### src/rtl/ps2_key_decoder.sv
// PS/2 Set-2 scancode stream to snake game commands: strobe synchroniser,
// prefix tracking, decode, reversal filter and a small direction FIFO.
module ps2_key_decoder #(
    parameter int FIFO_DEPTH = 4,
    parameter int ADDR_W     = 2
) (
    input  logic              clk,
    input  logic              rst_n,
    input  logic              key_pressed,
    input  logic [7:0]        last_pressed,
    input  logic              dir_pop,
    output logic              dir_valid,
    output logic [1:0]        dir,
    output logic [ADDR_W:0]   dir_count,
    output logic              pause_pulse,
    output logic              restart_pulse,
    output logic              overflow
);

    // state    | meaning
    // ST_IDLE  | no prefix pending
    // ST_EXT   | E0 seen, next byte is an extended code
    // ST_BRK   | F0 seen, next byte is a released key (discarded)
    // ST_EXT_BRK | E0 F0 seen, next byte is a released extended key
    typedef enum logic [1:0] {ST_IDLE, ST_EXT, ST_BRK, ST_EXT_BRK} state_t;

    localparam logic [7:0]      BYTE_EXT = 8'hE0;
    localparam logic [7:0]      BYTE_BRK = 8'hF0;
    localparam logic [ADDR_W:0] DEPTH_C  = (ADDR_W+1)'(FIFO_DEPTH);

    logic sync1_q, sync2_q, edge_q, byte_stb;
    state_t state_q, state_d;

    logic       make_vld, make_ext;
    logic       dec_dir_vld_d, dec_pause_d, dec_restart_d;
    logic [1:0] dec_dir_d;
    logic       cmd_dir_vld_q, pause_q, restart_q;
    logic [1:0] cmd_dir_q;

    logic [1:0]        mem_q [FIFO_DEPTH];
    logic [ADDR_W-1:0] wr_q, rd_q;
    logic [ADDR_W:0]   count_q;
    logic [1:0]        last_dir_q;
    logic              overflow_q;
    logic              full, empty, pop_eff, accept, push, drop;

    always_ff @(posedge clk or negedge rst_n) begin
        if (!rst_n) begin
            sync1_q <= 1'b0;
            sync2_q <= 1'b0;
            edge_q  <= 1'b0;
        end else begin
            sync1_q <= key_pressed;
            sync2_q <= sync1_q;
            edge_q  <= sync2_q;
        end
    end

    assign byte_stb = sync2_q & ~edge_q;

    always_ff @(posedge clk or negedge rst_n) begin
        if (!rst_n) state_q <= ST_IDLE;
        else        state_q <= state_d;
    end

    always_comb begin
        state_d = state_q;
        if (byte_stb) begin
            unique case (state_q)
                ST_IDLE: begin
                    if (last_pressed == BYTE_EXT)      state_d = ST_EXT;
                    else if (last_pressed == BYTE_BRK) state_d = ST_BRK;
                    else                               state_d = ST_IDLE;
                end
                ST_EXT: begin
                    if (last_pressed == BYTE_BRK)      state_d = ST_EXT_BRK;
                    else if (last_pressed == BYTE_EXT) state_d = ST_EXT;
                    else                               state_d = ST_IDLE;
                end
                default: state_d = ST_IDLE;
            endcase
        end
    end

    // Decode outputs: the byte is quasi-static while byte_stb is high.
    always_comb begin
        make_vld      = 1'b0;
        make_ext      = 1'b0;
        dec_dir_vld_d = 1'b0;
        dec_dir_d     = 2'b00;
        dec_pause_d   = 1'b0;
        dec_restart_d = 1'b0;
        if (byte_stb && last_pressed != BYTE_EXT && last_pressed != BYTE_BRK) begin
            make_vld = (state_q == ST_IDLE) || (state_q == ST_EXT);
            make_ext = (state_q == ST_EXT);
        end
        if (make_vld) begin
            if (make_ext) begin
                unique case (last_pressed)
                    8'h75: begin dec_dir_vld_d = 1'b1; dec_dir_d = 2'b00; end
                    8'h74: begin dec_dir_vld_d = 1'b1; dec_dir_d = 2'b01; end
                    8'h72: begin dec_dir_vld_d = 1'b1; dec_dir_d = 2'b10; end
                    8'h6B: begin dec_dir_vld_d = 1'b1; dec_dir_d = 2'b11; end
                    default: ;
                endcase
            end else begin
                unique case (last_pressed)
                    8'h1D: begin dec_dir_vld_d = 1'b1; dec_dir_d = 2'b00; end
                    8'h23: begin dec_dir_vld_d = 1'b1; dec_dir_d = 2'b01; end
                    8'h1B: begin dec_dir_vld_d = 1'b1; dec_dir_d = 2'b10; end
                    8'h1C: begin dec_dir_vld_d = 1'b1; dec_dir_d = 2'b11; end
                    8'h29: dec_pause_d   = 1'b1;
                    8'h76: dec_restart_d = 1'b1;
                    default: ;
                endcase
            end
        end
    end

    always_ff @(posedge clk or negedge rst_n) begin
        if (!rst_n) begin
            cmd_dir_vld_q <= 1'b0;
            cmd_dir_q     <= 2'b00;
            pause_q       <= 1'b0;
            restart_q     <= 1'b0;
        end else begin
            cmd_dir_vld_q <= dec_dir_vld_d;
            cmd_dir_q     <= dec_dir_d;
            pause_q       <= dec_pause_d;
            restart_q     <= dec_restart_d;
        end
    end

    assign full    = (count_q == DEPTH_C);
    assign empty   = (count_q == '0);
    assign pop_eff = dir_pop & ~empty;
    // Same direction is a typematic repeat; flipping bit 1 is a 180-degree turn.
    assign accept  = cmd_dir_vld_q & (cmd_dir_q != last_dir_q)
                   & (cmd_dir_q != (last_dir_q ^ 2'b10));
    assign push    = accept & (~full | pop_eff);
    assign drop    = accept & full & ~pop_eff;

    always_ff @(posedge clk or negedge rst_n) begin
        if (!rst_n) begin
            for (int i = 0; i < FIFO_DEPTH; i++) mem_q[i] <= 2'b00;
            wr_q       <= '0;
            rd_q       <= '0;
            count_q    <= '0;
            last_dir_q <= 2'b01;
            overflow_q <= 1'b0;
        end else begin
            overflow_q <= overflow_q | drop;
            if (restart_q) begin
                wr_q       <= '0;
                rd_q       <= '0;
                count_q    <= '0;
                last_dir_q <= 2'b01;
            end else begin
                if (push) begin
                    mem_q[wr_q] <= cmd_dir_q;
                    wr_q        <= wr_q + ADDR_W'(1);
                    last_dir_q  <= cmd_dir_q;
                end
                if (pop_eff) rd_q <= rd_q + ADDR_W'(1);
                if (push && !pop_eff)      count_q <= count_q + (ADDR_W+1)'(1);
                else if (!push && pop_eff) count_q <= count_q - (ADDR_W+1)'(1);
            end
        end
    end

    assign dir_valid     = ~empty;
    assign dir           = mem_q[rd_q];
    assign dir_count     = count_q;
    assign pause_pulse   = pause_q;
    assign restart_pulse = restart_q;
    assign overflow      = overflow_q;

endmodule
### config.mk
export PLATFORM = sky130hd
export DESIGN_NAME = ps2_key_decoder
export DESIGN_NICKNAME = d
export VERILOG_FILES = /design/src/rtl/ps2_key_decoder.sv
export SDC_FILE = /design/constraint.sdc
export NUM_CORES = 1
export LEC_CHECK = 0
export ABC_AREA = 1
export CAP_MARGIN = 15
export CORE_MARGIN = 10
export CORE_UTILIZATION = 53
export DETAILED_ROUTE_END_ITERATION = 10
export HOLD_SLACK_MARGIN = 0.05
export PLACE_DENSITY = 0.78
export RECOVER_POWER = 25
export SLEW_MARGIN = 20
export SYNTH_ARGS = -nofsm -noshare
export SYNTH_HDL_FRONTEND = slang
export SYNTH_SLANG_ARGS = --single-unit
### constraint.sdc
create_clock -name clk -period 1.7 [get_ports clk]
set_input_delay 0.425 -clock clk [delete_from_list [all_inputs] [get_ports clk]]
set_output_delay 0.425 -clock clk [all_outputs]
set_load 0.02 [all_outputs]
==> flow_metrics.env <==
export IMPL_run_status="finished, violations left"
export IMPL_violations="setup timing"
export IMPL_gp_congestion=0.935
export IMPL_syn_area_um2=1490
export IMPL_yosysMostFrequentCell="nand2_1"
export IMPL_fillers=233
export IMPL_period_share_pct=103
export IMPL_ir_drop_mv=0.877
export IMPL_post_route_min_period_ns=1.75
export IMPL_postCtsHoldBufs=0
export IMPL_synth_top_cell_by_area="dfrtp_1"
export IMPL_start_util_pct=54.9
export IMPL_fin_cells=260
export IMPL_synth_top_area_share_pct=43.7
export IMPL_hold_start="sync1_q"
export IMPL_reg2regPathDepth=6
export IMPL_start_kind="register"
export IMPL_fp_dieH_um=73
export IMPL_ioPinCount=21
export IMPL_remaining_drc_errors=0
export IMPL_worstSetupPathType="reg2out"
export IMPL_grt_max_degree=18
export IMPL_min_path_cells=0
export IMPL_max_freq_mhz=572
export IMPL_htreeDepth=1
export IMPL_clk_latency_ns=0.34
export IMPL_place_inst=256
export IMPL_rr_startpoint="last_dir_q[0]"
export IMPL_synth_edf_count=0
export IMPL_grt_first_pass_wirelength_um=5980
export IMPL_syn_avg_cell_area_um2=7.88
export IMPL_detail_route_antenna_nets=0
export IMPL_drt_pass1_iterations=4
export IMPL_setup_violations=2
export IMPL_p_per_area_nw_per_um2=1070
export IMPL_power_w=0.00200
export IMPL_drt_iter0_drc=119
export IMPL_drt_vias_per_instance=5.34
export IMPL_multiInputGateArea_um2=717
export IMPL_synthToLayoutAreaGrowth_pct=26.0
export IMPL_cp_max_fo=5
export IMPL_final_seq_area_um2=678
export IMPL_cts_tree="done"
export IMPL_hold_viol_final=0
export IMPL_portBuffers=20
export IMPL_rr_endpoint="dir_count[1]"
export IMPL_maxSlewViolCount=0
export IMPL_cts_root_buf="clkbuf_4"
export IMPL_cp_required_ns=1.27
export IMPL_post_dp_hpwl_um=2770
export IMPL_wl_um=3370
export IMPL_antenna_found_initial=0
export IMPL_hold_path_class="reg2reg"
export IMPL_cts_buffers=3
export IMPL_worstMarginPinSlew_ns=0.762
export IMPL_synth_area_top_cells="dfrtp_1 (44%), nand2_1 (10%), inv_1 (7.1%)"
export IMPL_coreArea_um2=2710
export IMPL_worstPathArrival_ns=1.32
export IMPL_drv_cap=0
export IMPL_ys_types=23
export IMPL_wl_per_cell_um=13.0
export IMPL_ys_flop_type="dfrtp_1"
export IMPL_leakage_nw=0.927
export IMPL_postSynthCellCount=189
export IMPL_die_x_um=73
export IMPL_whs_endpoint="sync2_q"
export IMPL_endpoint_kind="output pin"
export IMPL_setup_slack_ns=-0.0488
export IMPL_nNetsFinal=247
export IMPL_drive_gt1_share_pct=21.4
export IMPL_die_area_um2=5330
export IMPL_num_vias=1388
export IMPL_rsz0062_at_grt="yes"
export IMPL_row_count=19
export IMPL_grt_remaining_overflow=0
export IMPL_reg2reg_setup_slack_ns=0.06
export IMPL_slew_headroom_pct=49.2
export IMPL_antenna_cells=0
export IMPL_async_reset_ff_share_pct=100
export IMPL_grt_use_total_pct=13.5
export IMPL_cts_buffer_depth=2
export IMPL_ys_seq_elements=27
export IMPL_synth_common_cells="nand2_1 (40), inv_1 (28), dfrtp_1 (26)"
export IMPL_yosysSeqAreaShare_pct=45.5
export IMPL_cts_sink_count=27
export IMPL_grt_pass1_vias=1393
export IMPL_syn_num_nets=206
export IMPL_ys_warnings_count=0
export IMPL_fin_skew_ns=0.0100
export IMPL_clk_pin_slew_ns=0.16
==> worst max path at each step <==
stage | startpoint | to | slack [ns] | cells past startpoint
global placement | dir_pop | dir_count[2] | -0.22 | 10
CTS | rd_q[0] | dir[0] | -0.04 | 4
global route | rd_q[0] | dir[0] | -0.10 | 4
finish | rd_q[0] | dir[0] | -0.05 | 4
detailed placement | dir_pop | dir_count[2] | -0.34 | 10
floorplan | dir_count[1] | dir_count[1] | 0.05 | 7
==> cells in the final DEF (no fill, tap or decap), types with 3 or more instances in the layout <==
cell type,count
nand2_1,38
inv_1,26
dfrtp_1,25
nor2_1,23
buf_4,15
nand3_1,11
o21ai_1,11
nand2_2,10
clkdlybuf4s50_1,9
o21ai_0,7
dlygate4sd2_1,6
nor2_2,5
nand4_1,5
a21oi_1,4
ha_1,4
o22ai_1,3
nor4_1,3
clkbuf_4,3
==> stage by stage <==
stage	utilization [%]	setup WS (ns)	hold slack, ns	TNS, ns	area (µm²)
finish	69.2	-0.0488	0.391	-0.0650	1880
global route	69.2	-0.105	0.410	-0.209	1880
CTS	69.0	-0.0373	0.394	-0.0612	1870
detailed placement	68.3	-0.335	0.346	-2.30	1850
global placement	68.3	-0.219	0.344	-1.02	1850
floorplan	-	0.0529	0.129	0	1490
==> routing by layer <==
layer	track usage, %	share of wire (%)	vias up
li1	-	-	684
met1	15.1	40	654
met2	23.8	53	46
met3	3.27	6.1	4
met4	5.49	0.86	0
met5	0	0	-
==> power by group <==
part           leakage, nW  switching, W  internal [W]
combinational        0.554      0.000501      0.000382
sequential           0.354     0.0000825      0.000727
clock               0.0183      0.000210     0.0000964
total                0.927      0.000794       0.00120
==> cells by family (layout without fill, tap and decap cells) <==
family,count (synthesis),after routing,synth area share (%)
AO/OA/AOI/OAI,28,28,10.1
adder cells (fa/ha/maj),5,5,4.71
buffers and inverters,29,69,7.31
flip-flops,27,27,45.5
AND/OR/NAND/NOR,100,100,32.4
==> sequential cells by signal, indices dropped and copies added (netlist names) <==
name	cells
mem_q	8
dir_count	3
cmd_dir_q	2
rd_q	2
state_q	2
wr_q	2
cmd_dir_vld_q	1
edge_q	1
last_dir_q	1
overflow	1
pause_pulse	1
restart_pulse	1
sync1_q	1
sync2_q	1
==> layout make-up <==
type / instances / share of cell area, %
clock buffer: 3 / 1.20
clock inverter: 1 / 0.467
inverter: 29 / 5.94
multi-input combinational: 133 / 38.2
sequential: 27 / 36.2
tap: 31 / 2.07
timing repair buffer: 36 / 15.9
==> critical path, cell delays in order (launching register included) <==
cell and delay [ns]:
dfrtp_2 0.48, buf_6 0.13, nor2_1 0.11, o22ai_1 0.09, buf_4 0.17
==> repair_timing <==
action	4_1_cts	5_1_grt
setup endpoints to repair	9	3
pin swaps	2	1
setup buffers	0	0
resized for setup	25	7
(Power assumes the default switching activity.)
